[config.mk]
export PLATFORM = sky130hd
export DESIGN_NAME = ask_mod_flat
export DESIGN_NICKNAME = d
export VERILOG_FILES = /design/src/rtl/ask_mod_if.sv /design/src/rtl/ask_mod.sv /design/src/flat_wrapper.sv
export SDC_FILE = /design/constraint.sdc
export NUM_CORES = 1
export LEC_CHECK = 0
export ABC_AREA = 1
export CORE_ASPECT_RATIO = 0.8
export CORE_UTILIZATION = 35
export DETAILED_ROUTE_END_ITERATION = 12
export REMOVE_ABC_BUFFERS = 1
export SLEW_MARGIN = 20
export SYNTH_ARGS = -nofsm -noshare
export SYNTH_HDL_FRONTEND = slang
export SYNTH_SLANG_ARGS = --single-unit
[constraint.sdc]
create_clock -name clk -period 3 [get_ports clk]
set_clock_uncertainty 0.15 [all_clocks]
set_input_delay 0.6 -clock clk [delete_from_list [all_inputs] [get_ports clk]]
set_output_delay 0.6 -clock clk [all_outputs]
set_load 0.005 [all_outputs]
[src/rtl/ask_mod_if.sv]
// Byte handshake between a data source and the ASK transmitter.
// The source drives byte_in/byte_valid; the transmitter answers with byte_ready.
interface ask_mod_if;
  logic [7:0] byte_in;
  logic       byte_valid;
  logic       byte_ready;

  modport master (output byte_in, output byte_valid, input byte_ready);
  modport slave  (input byte_in, input byte_valid, output byte_ready);
endinterface

[src/rtl/ask_mod.sv]
// On-off ASK transmitter: serialises bytes MSB-first and gates a DDS triangle
// carrier onto a 10-bit offset-binary DAC word, in the 30 MHz sample domain.
module ask_mod #(
  parameter int unsigned P6  = 5000,
  parameter int unsigned P8  = 3750,
  parameter int unsigned P10 = 3000,
  parameter logic [9:0]  MID = 10'd512
) (
  input  logic        clk,
  input  logic        rst,
  input  logic        en_i,
  input  logic [3:0]  rate_sel_i,
  input  logic [31:0] ftw_i,
  ask_mod_if.slave    byte_if,
  output logic [9:0]  dac_out_o,
  output logic        tx_bit_o,
  output logic        bit_start_o,
  output logic        busy_o
);

  typedef enum logic {IDLE, SEND} state_t;

  state_t      state_q;
  logic [31:0] phase_q, phase_d;
  logic [7:0]  hold_q, shreg_q;
  logic        hold_full_q, hold_full_d;
  logic        ready_q;
  logic [15:0] per_q, per_d, bit_cnt_q;
  logic [2:0]  bit_idx_q;
  logic        bit_start_q;
  logic [9:0]  dac_q, tri_d;
  logic        accept, bit_last, load;

  always_comb begin
    per_d = 16'(P6);
    case (rate_sel_i)
      4'd8:    per_d = 16'(P8);
      4'd10:   per_d = 16'(P10);
      default: per_d = 16'(P6);
    endcase
  end

  assign phase_d  = phase_q + ftw_i;
  assign tri_d    = phase_q[31] ? ~phase_q[30:21] : phase_q[30:21];
  assign accept   = byte_if.byte_valid & byte_if.byte_ready;
  assign bit_last = (state_q == SEND) && (bit_cnt_q == per_q - 16'd1);

  // A load happens either from IDLE or gaplessly at the end of the eighth bit;
  // ready is registered, so an accept can never coincide with a load.
  assign load        = hold_full_q && ((state_q == IDLE) || (bit_last && (bit_idx_q == 3'd7)));
  assign hold_full_d = accept | (hold_full_q & ~load);

  always_ff @(posedge clk) begin
    if (rst || !en_i) begin
      state_q     <= IDLE;
      phase_q     <= '0;
      hold_q      <= '0;
      hold_full_q <= 1'b0;
      ready_q     <= 1'b0;
      shreg_q     <= '0;
      per_q       <= 16'(P6);
      bit_cnt_q   <= '0;
      bit_idx_q   <= '0;
      bit_start_q <= 1'b0;
      dac_q       <= MID;
    end else begin
      phase_q     <= phase_d;
      dac_q       <= ((state_q == SEND) && shreg_q[7]) ? tri_d : MID;
      hold_full_q <= hold_full_d;
      ready_q     <= ~hold_full_d;
      bit_start_q <= 1'b0;
      if (accept) begin
        hold_q <= byte_if.byte_in;
      end
      if (load) begin
        state_q     <= SEND;
        shreg_q     <= hold_q;
        per_q       <= per_d;
        bit_cnt_q   <= '0;
        bit_idx_q   <= '0;
        bit_start_q <= 1'b1;
      end else if (state_q == SEND) begin
        if (bit_last) begin
          bit_cnt_q <= '0;
          if (bit_idx_q == 3'd7) begin
            state_q <= IDLE;
          end else begin
            shreg_q     <= {shreg_q[6:0], 1'b0};
            bit_idx_q   <= bit_idx_q + 3'd1;
            bit_start_q <= 1'b1;
          end
        end else begin
          bit_cnt_q <= bit_cnt_q + 16'd1;
        end
      end
    end
  end

  assign byte_if.byte_ready = en_i & ready_q;
  assign busy_o             = (state_q == SEND);
  assign tx_bit_o           = (state_q == SEND) & shreg_q[7];
  assign bit_start_o        = bit_start_q;
  assign dac_out_o          = dac_q;

endmodule

[src/flat_wrapper.sv]
// flat-port wrapper written by rule: the top's interface ports become plain ports
module ask_mod_flat 
#(
  parameter int unsigned P6  = 5000,
  parameter int unsigned P8  = 3750,
  parameter int unsigned P10 = 3000,
  parameter logic [9:0]  MID = 10'd512
)
  (clk, rst, en_i, rate_sel_i, ftw_i, dac_out_o, tx_bit_o, bit_start_o, busy_o, byte_if_byte_in, byte_if_byte_valid, byte_if_byte_ready);
  ask_mod_if byte_if_i ();
  input  logic clk;
  input  logic rst;
  input  logic en_i;
  input  logic [3:0] rate_sel_i;
  input  logic [31:0] ftw_i;
  output logic [9:0] dac_out_o;
  output logic tx_bit_o;
  output logic bit_start_o;
  output logic busy_o;
  input wire logic [$bits(byte_if_i.byte_in)-1:0] byte_if_byte_in;
  input wire logic [$bits(byte_if_i.byte_valid)-1:0] byte_if_byte_valid;
  output wire logic [$bits(byte_if_i.byte_ready)-1:0] byte_if_byte_ready;
  assign byte_if_i.byte_in = byte_if_byte_in;
  assign byte_if_i.byte_valid = byte_if_byte_valid;
  assign byte_if_byte_ready = byte_if_i.byte_ready;
  ask_mod #(.P6(P6), .P8(P8), .P10(P10), .MID(MID)) u_core (.clk(clk), .rst(rst), .en_i(en_i), .rate_sel_i(rate_sel_i), .ftw_i(ftw_i), .byte_if(byte_if_i), .dac_out_o(dac_out_o), .tx_bit_o(tx_bit_o), .bit_start_o(bit_start_o), .busy_o(busy_o));
endmodule
==> metrics <==
CTS root buf clkbuf_16; Remaining Overflow, GRT 0; fill count 1491; CP Launch Point ftw_i[0]; synthesis-to-finish area growth 22.2%; post_cts resized 0; initial antenna violation count 0; arrival time at the worst endpoint 2700 ps; worst min-delay path class reg2reg; reg2reg end u_core.per_q[4]$_SDFFE_PP0N_; Crit Path Max Fanout 4; cell taking the most area after synthesis dfxtp_1; CTS tree done; drt first pass iters 9; Worst Setup Start Kind input port; post-CTS setup buffers 0; synthesis-stage register bit count 86; width of the die 138 um; CTS Sinks 86; # port buffers 61; fin crit share 86.5%; Routed Antenna Nets 0; cell area after layout 0.00637 mm^2; Final Hold Fails 0; Setup TNS 0 ps; ant diodes 0; r2r setup slk 580 ps; DP HPWL 10400 um; Post-Synthesis Cells 769; Die Ht 111 um; Clk pin slew, worst setup/hold paths 70 ps; Seq/Total Area, Yosys 33.0%; vias in the first global route 4566; RSZ-0062 raised after global routing no; Skew-Pair Late Insertion Delay 360 ps; GRT Util Overall 18.3%; fin nets 928; CP Data Required Time 3110 ps; Vias/cell 4.78; reg-to-reg startpoint u_core.per_q[10]$_SDFFE_PP0N_; starting density of the core 36.2%; Inserted Clock Buffers 9; cell area after synthesis 0.00521 mm^2; f_max 0.386 GHz; Pwr Density 454 mW/mm^2; Final Routed Wirelength 13200 um; Area after DPL 0.00607 mm^2; slew margin rel. 54.6%; Leak 2.67 nW; Setup violations, final 0; top cell type's share of synthesized area 33.0%; Worst Reg-to-Reg Cells 12; Final Max Tran Viols 0; Mapped Avg Cell Area 6.78 um^2; number of max-cap violations 0; die footprint 0.0154 mm^2; Warnings, synthesis 0; core area 0.0144 mm^2; CP Class in2reg; first-pass GRT wire length 22300 um; CTS max path bufs 2; Post-CTS Hold Buffers 0; Crit. End Element register; synth top area cells dfxtp_1 (33%), nand2_1 (13%), nor2_1 (8.6%); Least-Margin Pin Slew 680 ps; Residual DRC 8; min Tclk post-route 2590 ps; Sequential Area 0.00172 mm^2; via count 4934; wire per inst 12.7 um; gpl congestion 0.887; CTS H-tree lvls 3; Peak VDD IR 283 uV; Critical Path Sink u_core.phase_q[30]$_SDFF_PP0_; Rows 39; Core Util, Final 44.3%; violated checks DRC; largest net degree at the start of global routing 25; layout cells sized above 1 7.30%; area of the multi-input gates 0.00304 mm^2; starting DRC count in detailed routing 346; status complete, but fails checks; IO Pins 62; Synth cell types 44
[state kept, by name (all words and copies together), names as in the netlist]
register,cells
u_core.busy_o,1
u_core.per_q,5
u_core.dac_out_o,10
u_core.bit_start_o,1
u_core.hold_q,8
u_core.phase_q,32
u_core.ready_q,1
u_core.shreg_q,8
u_core.hold_full_q,1
u_core.bit_cnt_q,16
u_core.bit_idx_q,3
[area by class of cell]
| type | instances | share of cell area, % |
|---|---|---|
| timing repair buffer | 78 | 11.6 |
| clock inverter | 7 | 1.14 |
| multi-input combinational | 579 | 47.8 |
| tap | 184 | 3.61 |
| clock buffer | 9 | 3.53 |
| sequential | 86 | 27.0 |
| inverter | 90 | 5.32 |
[cells in the final DEF, fill, tap and decap left out, types with 5 or more instances in the layout]
cell type,netlist,layout
a21oi_1,77,77
buf_4,4,17
clkbuf_16,0,9
clkdlybuf4s50_1,0,61
dfxtp_1,86,86
ha_1,35,35
inv_1,81,81
inv_2,5,5
nand2_1,174,174
nand3_1,37,37
nand4_1,12,12
nor2_1,120,119
nor2_2,11,12
nor3_1,10,10
o21a_1,8,8
o21ai_0,45,45
xnor2_1,13,13
xor2_1,11,11
[metrics by stage]
stage	setup slack, ps	std cells	hold slack (ps)	total power, mW
after floorplan	-186	755	295	1.55
after detailed placement	45.8	1017	311	1.75
after CTS	411	1033	321	2.91
after global routing	208	1033	349	3.04
after global placement	91.6	1017	310	1.75
final	406	1033	322	2.89
[cell usage after synthesis (all sizes together)]
| master | count |
|---|---|
| nand2 | 176 |
| nor2 | 131 |
| dfxtp | 86 |
| inv | 86 |
| a21oi | 78 |
| o21ai | 46 |
| nand3 | 40 |
| ha | 35 |
| nor3 | 13 |
| xnor2 | 13 |
| nand4 | 12 |
| xor2 | 11 |
| buf | 10 |
| o21a | 8 |
| clkbuf | 4 |
| clkinv | 4 |
| or2 | 3 |
| a21o | 2 |
| nand3b | 2 |
| o21bai | 2 |
| a22oi | 1 |
| a31oi | 1 |
| and2 | 1 |
| fa | 1 |
| nor3b | 1 |
| nor4 | 1 |
| o211ai | 1 |
[per-layer routing]
| layer | global-route usage [%] | share of wire [%] | wire [um] | up-vias |
|---|---|---|---|---|
| met2 | 26.1 | 39 | 5190 | 122 |
| met1 | 26.4 | 53 | 6920 | 2154 |
| met4 | 5.62 | 1.3 | 170 | 0 |
| met3 | 5.18 | 6.7 | 876 | 12 |
| met5 | 0 | 0 | 0 | - |
| li1 | - | - | - | 2646 |
[critical path: stages]
cell	delay [ps]
clkdlybuf4s50_1	470
ha_1	160
inv_1	50
fa_1	400
o21ai_1	150
buf_4	150
nand2_1	50
nand2_1	120
nand2_1	60
nand2_1	150
nand3_1	110
a21oi_1	170
nor2_1	60
[how the worst min path moves through the flow]
stage | endpoint | slack, ps | cells past startpoint | start
2_1_floorplan | u_core.hold_q[0]$_SDFFE_PP0P_ | 300 | 2 | u_core.hold_q[0]$_SDFFE_PP0P_
3_3_place_gp | u_core.bit_idx_q[1]$_SDFFE_PP0P_ | 310 | 2 | u_core.bit_idx_q[1]$_SDFFE_PP0P_
3_5_place_dp | u_core.hold_q[4]$_SDFFE_PP0P_ | 310 | 2 | u_core.hold_q[4]$_SDFFE_PP0P_
4_1_cts | u_core.hold_q[4]$_SDFFE_PP0P_ | 320 | 2 | u_core.hold_q[4]$_SDFFE_PP0P_
5_1_grt | u_core.shreg_q[0]$_SDFFE_PP0P_ | 350 | 2 | u_core.hold_q[0]$_SDFFE_PP0P_
6_report | u_core.bit_idx_q[1]$_SDFFE_PP0P_ | 320 | 2 | u_core.bit_idx_q[1]$_SDFFE_PP0P_
[logic make-up after synthesis]
logic type                 share of synthesized area [%]
adders and majority gates                           8.78
DFF                                                 33.0
xor gates and xnor gates                            4.03
AOI/OAI and AO/OA                                   14.1
buffers and inverters                               8.64
and+or+nand+nor                                     31.4
[power breakdown]
part / switching, mW / internal, mW / leakage (nW)
registers: 0.0226 / 1.18 / 0.698
logic: 0.310 / 0.221 / 1.83
clock network: 0.512 / 0.648 / 0.142
No activity file was read; power rests on OpenSTA's default activity.
